$ cat src/rtl/clickreg_pkg.sv
// rtl/clickreg_pkg.sv - record layout helpers shared by the click register and the record packer
// Purpose: one place that defines where each field sits in a time-stamped click
//          record, so the producer and the downstream packer cannot disagree.
// Contents:
//   TS_LSB          timestamp field LSB (always 0)
//   WRAP_BIT(t)     bit index of the timer-wrap flag for a t-bit timestamp
//   MASK_LSB(t)     LSB of the channel mask field for a t-bit timestamp
//   DATA_W(n, t)    total record width for n channels and a t-bit timestamp
//   DROP_W          width of the saturating dropped-record counter
package clickreg_pkg;

  localparam int TS_LSB = 0;
  localparam int DROP_W = 16;

  function automatic int WRAP_BIT(input int time_w);
    return time_w;
  endfunction

  function automatic int MASK_LSB(input int time_w);
    return time_w + 1;
  endfunction

  function automatic int DATA_W(input int n_chan, input int time_w);
    return n_chan + 1 + time_w;
  endfunction

endpackage

$ cat src/rtl/clickreg_fifo.sv
// rtl/clickreg_fifo.sv - first-word-fall-through record buffer
// Purpose: DEPTH x WIDTH FWFT FIFO. The head entry is presented on data while
//          the FIFO is non-empty; when empty, data keeps the last popped entry.
//          Push and pop in the same cycle are both honoured, also when full.
// Ports:
//   clk        in   system clock
//   reset_n    in   asynchronous active-low reset (empties the FIFO at once)
//   push       in   write push_data (ignored when full unless popping too)
//   push_data  in   WIDTH-bit entry to write
//   pop        in   remove the head entry (ignored when empty)
//   data       out  head entry, or last popped entry when empty
//   empty      out  no entries held
//   full       out  DEPTH entries held
module clickreg_fifo #(
  parameter int WIDTH = 8,
  parameter int DEPTH = 8
) (
  input  logic             clk,
  input  logic             reset_n,
  input  logic             push,
  input  logic [WIDTH-1:0] push_data,
  input  logic             pop,
  output logic [WIDTH-1:0] data,
  output logic             empty,
  output logic             full
);

  localparam int AW = (DEPTH > 1) ? $clog2(DEPTH) : 1;
  localparam int CW = $clog2(DEPTH + 1);

  logic [WIDTH-1:0] mem [DEPTH];
  logic [AW-1:0]    rd_ptr;
  logic [AW-1:0]    wr_ptr;
  logic [CW-1:0]    count;
  logic [WIDTH-1:0] hold;
  logic             do_push;
  logic             do_pop;

  assign empty   = (count == '0);
  assign full    = (count == CW'(DEPTH));
  assign do_pop  = pop && !empty;
  // When full, a simultaneous pop frees the slot the write lands in.
  assign do_push = push && (!full || do_pop);

  always_ff @(posedge clk) begin
    if (do_push) begin
      mem[wr_ptr] <= push_data;
    end
  end

  // DEPTH is a power of two, so the pointers wrap by plain overflow.
  always_ff @(posedge clk or negedge reset_n) begin
    if (!reset_n) begin
      rd_ptr <= '0;
      wr_ptr <= '0;
      count  <= '0;
      hold   <= '0;
    end else begin
      if (do_push) begin
        wr_ptr <= wr_ptr + AW'(1);
      end
      if (do_pop) begin
        rd_ptr <= rd_ptr + AW'(1);
        hold   <= mem[rd_ptr];
      end
      case ({do_push, do_pop})
        2'b10:   count <= count + CW'(1);
        2'b01:   count <= count - CW'(1);
        default: count <= count;
      endcase
    end
  end

  assign data = empty ? hold : mem[rd_ptr];

endmodule

$ cat src/rtl/multiclickreg.sv
// rtl/multiclickreg.sv - multichannel click registration and time-stamping
// Purpose: rising-edge-detects N_CHAN detector levels, stamps each event (and
//          each timer wrap) with a free-running TIME_W-bit timer and buffers the
//          records in an FWFT FIFO drained by ready/ack. Counts dropped records.
// Optional feature: define CLICKREG_DEADTIME_EN for a per-channel holdoff of
//          DEAD_CYCLES cycles after each accepted edge.
// Ports:
//   clk         in   system clock
//   reset_n     in   asynchronous active-low reset
//   channel     in   synchronised detector levels
//   clear       in   synchronous timer / overflow statistics clear
//   operate     in   registration enable
//   data        out  head record {mask, wrap, timestamp}
//   ready       out  head record valid
//   ack         in   consumer takes the head record when ready && ack
//   overflow    out  sticky: a record was dropped
//   drop_count  out  saturating dropped-record count
module multiclickreg
  import clickreg_pkg::*;
#(
  parameter int N_CHAN      = 4,
  parameter int TIME_W      = 36,
  parameter int DEPTH       = 8,
  parameter int DEAD_CYCLES = 4
) (
  input  logic                             clk,
  input  logic                             reset_n,
  input  logic [N_CHAN-1:0]                channel,
  input  logic                             clear,
  input  logic                             operate,
  output logic [DATA_W(N_CHAN, TIME_W)-1:0] data,
  output logic                             ready,
  input  logic                             ack,
  output logic                             overflow,
  output logic [DROP_W-1:0]                drop_count
);

  localparam int DW = DATA_W(N_CHAN, TIME_W);

  if (N_CHAN < 1 || N_CHAN > 16 || DEPTH < 2 || (DEPTH & (DEPTH - 1)) != 0 || DEAD_CYCLES < 0)
  begin : g_param_check
    $error("multiclickreg: illegal parameter combination");
  end

  logic [TIME_W-1:0] timer;
  logic [N_CHAN-1:0] ch_q;
  logic [N_CHAN-1:0] rise;
  logic [N_CHAN-1:0] accepted;
  logic              wrap_now;
  logic              push;
  logic              pop;
  logic              full;
  logic              empty;
  logic              drop;
  logic [DW-1:0]     record;

  assign rise     = channel & ~ch_q;
  assign wrap_now = (timer == '0);

`ifdef CLICKREG_DEADTIME_EN
  localparam int CNT_W = ($clog2(DEAD_CYCLES + 1) > 0) ? $clog2(DEAD_CYCLES + 1) : 1;

  logic [CNT_W-1:0]  dead_cnt [N_CHAN];
  logic [N_CHAN-1:0] busy;

  always_comb begin
    busy = '0;
    for (int i = 0; i < N_CHAN; i++) begin
      busy[i] = (dead_cnt[i] != '0);
    end
  end

  assign accepted = rise & ~busy;

  // Holdoff runs regardless of operate: an edge passing the mask arms it.
  always_ff @(posedge clk or negedge reset_n) begin
    if (!reset_n) begin
      for (int i = 0; i < N_CHAN; i++) begin
        dead_cnt[i] <= '0;
      end
    end else begin
      for (int i = 0; i < N_CHAN; i++) begin
        if (accepted[i]) begin
          dead_cnt[i] <= CNT_W'(DEAD_CYCLES);
        end else if (busy[i]) begin
          dead_cnt[i] <= dead_cnt[i] - CNT_W'(1);
        end
      end
    end
  end
`else
  assign accepted = rise;
`endif

  // A pure wrap marker carries an all-zero mask.
  assign push = operate && ((accepted != '0) || wrap_now);
  assign pop  = ready && ack;
  assign drop = push && full && !pop;

  always_comb begin
    record = '0;
    record[TS_LSB +: TIME_W]           = timer;
    record[WRAP_BIT(TIME_W)]           = wrap_now;
    record[MASK_LSB(TIME_W) +: N_CHAN] = accepted;
  end

  always_ff @(posedge clk or negedge reset_n) begin
    if (!reset_n) begin
      timer <= '0;
      ch_q  <= '0;
    end else begin
      timer <= clear ? '0 : timer + TIME_W'(1);
      ch_q  <= channel;
    end
  end

  // clear outranks a drop in the same cycle.
  always_ff @(posedge clk or negedge reset_n) begin
    if (!reset_n) begin
      overflow   <= 1'b0;
      drop_count <= '0;
    end else if (clear) begin
      overflow   <= 1'b0;
      drop_count <= '0;
    end else if (drop) begin
      overflow <= 1'b1;
      if (drop_count != '1) begin
        drop_count <= drop_count + DROP_W'(1);
      end
    end
  end

  clickreg_fifo #(
    .WIDTH (DW),
    .DEPTH (DEPTH)
  ) u_fifo (
    .clk       (clk),
    .reset_n   (reset_n),
    .push      (push),
    .push_data (record),
    .pop       (pop),
    .data      (data),
    .empty     (empty),
    .full      (full)
  );

  assign ready = !empty;

endmodule

$ cat config.mk
export PLATFORM = sky130hd
export DESIGN_NAME = multiclickreg
export DESIGN_NICKNAME = d
export VERILOG_FILES = /design/src/rtl/clickreg_pkg.sv /design/src/rtl/clickreg_fifo.sv /design/src/rtl/multiclickreg.sv
export SDC_FILE = /design/constraint.sdc
export NUM_CORES = 1
export LEC_CHECK = 0
export ABC_AREA = 1
export CAP_MARGIN = 15
export CELL_PAD_IN_SITES_DETAIL_PLACEMENT = 1
export CELL_PAD_IN_SITES_GLOBAL_PLACEMENT = 2
export CORE_MARGIN = 5
export CORE_UTILIZATION = 30
export CTS_CLUSTER_SIZE = 16
export DETAILED_ROUTE_END_ITERATION = 16
export PLACE_DENSITY = 0.66
export SETUP_SLACK_MARGIN = 0.15
export SYNTH_ARGS = -nofsm -noshare
export SYNTH_HDL_FRONTEND = slang
export SYNTH_SLANG_ARGS = --single-unit
$ cat constraint.sdc
create_clock -name clk -period 4.6 [get_ports clk]
set_clock_uncertainty 0.1 [all_clocks]
set_input_delay 0.92 -clock clk [delete_from_list [all_inputs] [get_ports clk]]
set_output_delay 0.92 -clock clk [all_outputs]
set_load 0.01 [all_outputs]
==> metrics.txt <==
Ports 68; clk buf depth 3; num rows 90; Sw Share 34.3%; power share of the clock group 29.1%; Setup TNS Final 0 ps; Combinational Power Share 32.5%; max cap viols 0; share of cells above drive strength 1 8.32%; relative slew slack 47.3%; Critical Path RT 3580 ps; Yosys Warn Count 0; Synth Area per Inst 11.8 um2; CTS tree built; Synth top area share 54.2%; Max VDD drop 0.000280 V; final instance area 0.0216 mm2; pre-CTS setup slack 828 ps; drt drc 0; Slew Viols, Final 0; DRT iter0 DRCs 677; PnR worst setup slack 394 ps; n_diodes 0; Placed Area 0.0199 mm2; status completed; Yosys cell types 40; most common cell in the netlist edfxtp_1; dominant cells by area after synthesis edfxtp_1 54%, dfrtp_1 15%, o21ai_0 5.4%, nor2_1 5.3%, nand2_1 4.0%; width of the die 256 um; Root Driver clkbuf_16; Fin. Hold Viols 0; Final min period 4210 ps; Hold Slack 254 ps; complex-gate fraction of the synthesized area 10.7%; cts bufs inserted 50; Peak Freq 0.238 GHz; Tot Pwr 13.3 mW; final setup fails 0; CP Data Arrival Time 3190 ps; nets 1623; syn nets 1556; first-pass GRT wire length 75600 um; Placer Congestion 0.767; element type at the critical path end primary output; initial antenna violation count 0; total wire length 49300 um; clock sink count 436; WL/cell 20.3 um; Net Sw Power 4.58 mW; RSZ-0062 raised after global routing false; largest net degree at the start of global routing 167; Hold Path Class in -> async; vias 12144; Layout area overhead 18.7%; Synth Instances 1539; hold-fix buffer count after cts 0; largest family of logic cells by synthesized area simple AND/OR/NAND/NOR gates; Post-Synth XOR/XNOR Area 1.49%; cell taking the most area after synthesis edfxtp_1; Die Y 256 um; CP Max Fanout 35; PD cells 618 mW/mm2; Post-Synthesis Cell Area 0.0182 mm2; I/O Buffers 67; most instantiated cells after synthesis 328 x edfxtp_1, 257 x nor2_1, 197 x o21ai_0; Static Leak 7.69 nW; Async S/R FF share, synth 24.8%; vias in the first global route 12587; initial core utilization 30.2%; Clk Latency, worst-skew pair 610 ps; critical path class reg -> out; DP Wirelength 29300 um; internal power 8.76 mW; GRT Overall Usage 14.5%; Post-DRT Antenna Nets 0; number of synthesized flops with an enable pin 328; total gr overflow 0; die area 0.0656 mm2; Reg clk slew, reported paths 60 ps; Tightest Pin Transition 789 ps; FILL cells 6440; #FFs+latches synth 436; Finished Core Util 35.8%; CORE AREA 0.0602 mm2; via/cell ratio 5.00; mux contribution to synthesized area 2.26%; CTS H-tree depth 2; simple-gate share of the synthesized area 12.4%; Adder-Cell Fraction of Synth Area 0.592%; Most used DFF post-synth edfxtp_1; Startpoint Class register; final period utilization 91.4%; worst reg2reg setup slack 1000 ps; sequential share of the synthesized area 69.0%; Initial DRT Pass Iterations 5; Seq pwr share 38.4%; dpl cells 2334; Post-Layout Cell Count 2428
repair_timing:
action                                  4_1_cts  5_1_grt
resized for setup                             0        2
endpoints found under the setup margin        0       11
buffers inserted                              0        1
placed cells by master, fill, tap and decap left out, drive strengths merged, types with 2 or more instances in the layout:
cell type,instances
clkbuf,57
o21a,5
ha,7
bufinv,4
o221ai,41
mux2i,41
nor3b,2
buf,35
nor4,4
clkinvlp,5
clkdlybuf4s50,65
clkinv,23
nand3,44
xnor2,12
nand2,196
xor2,19
o21ai,218
dfrtp,108
nand4,14
o32ai,41
edfxtp,328
nor2,260
inv,68
nor3,28
a21oi,16
flip-flops by register name, summed over array words and instances, names as in the netlist:
name	cells
u_fifo.mem	328
overflow	1
u_fifo.count	4
u_fifo.hold	41
ch_q	4
timer	36
u_fifo.wr_ptr	3
drop_count	16
u_fifo.rd_ptr	3
worst paths after layout:
check,start,endpoint,cells after the start
setup / recovery,u_fifo.rd_ptr[0]$_DFFE_PN0P_,data[26],7
hold / removal,reset_n,u_fifo.hold[10]$_DFFE_PN0P_,1
setup reg to reg,timer[1]$_DFF_PN0_,u_fifo.mem[0][20]$_DFFE_PP_,12
hold reg to reg,u_fifo.hold[32]$_DFFE_PN0P_,u_fifo.hold[32]$_DFFE_PN0P_,2
max in group asynchronous,reset_n,u_fifo.hold[39]$_DFFE_PN0P_,2
min in group clk,u_fifo.hold[32]$_DFFE_PN0P_,u_fifo.hold[32]$_DFFE_PN0P_,2
metal layers:
layer	GRT usage [%]	routed length (um)
met4	3.01	710
met3	2.48	1700
met5	0	0
met2	24.6	24000
met1	19.7	22900
area by class of cell:
| cell class | instances | area [um2] | share of cell area, % |
|---|---|---|---|
| flip-flops and latches | 436 | 12600 | 58.2 |
| clock inverters | 36 | 343 | 1.59 |
| well taps | 782 | 978 | 4.54 |
| inverters | 64 | 243 | 1.13 |
| repair buffers | 101 | 1120 | 5.20 |
| multi-input cells | 953 | 5050 | 23.4 |
| clock buffers | 56 | 1270 | 5.90 |
worst max-delay path: stages (launching register included):
cell and delay (ps):
dfrtp_4 530, inv_4 320, buf_12 270, nor2_1 70, o32ai_1 450, o21ai_0 180
o21ai_0 190, clkdlybuf4s50_1 560
logic make-up (layout without fill, tap and decap cells):
logic type               after synthesis  after routing
AND/OR/NAND/NOR                      550            550
flip-flops                           436            436
AO/OA/AOI/OAI                        323            323
buffers and inverters                150            257
multiplexers                          41             41
XOR/XNOR                              31             31
adder cells (fa/ha/maj)                8              8
power groups by stage:
stage	registers, mW	clock network [mW]	logic, mW
floorplan	5.07	0	2.48
global placement	5.19	0	4.26
detailed placement	5.22	0	4.33
CTS	5.14	4.02	4.35
global route	5.18	4.19	4.83
finish	5.12	3.89	4.34
Power figures use the tool's default switching activity.
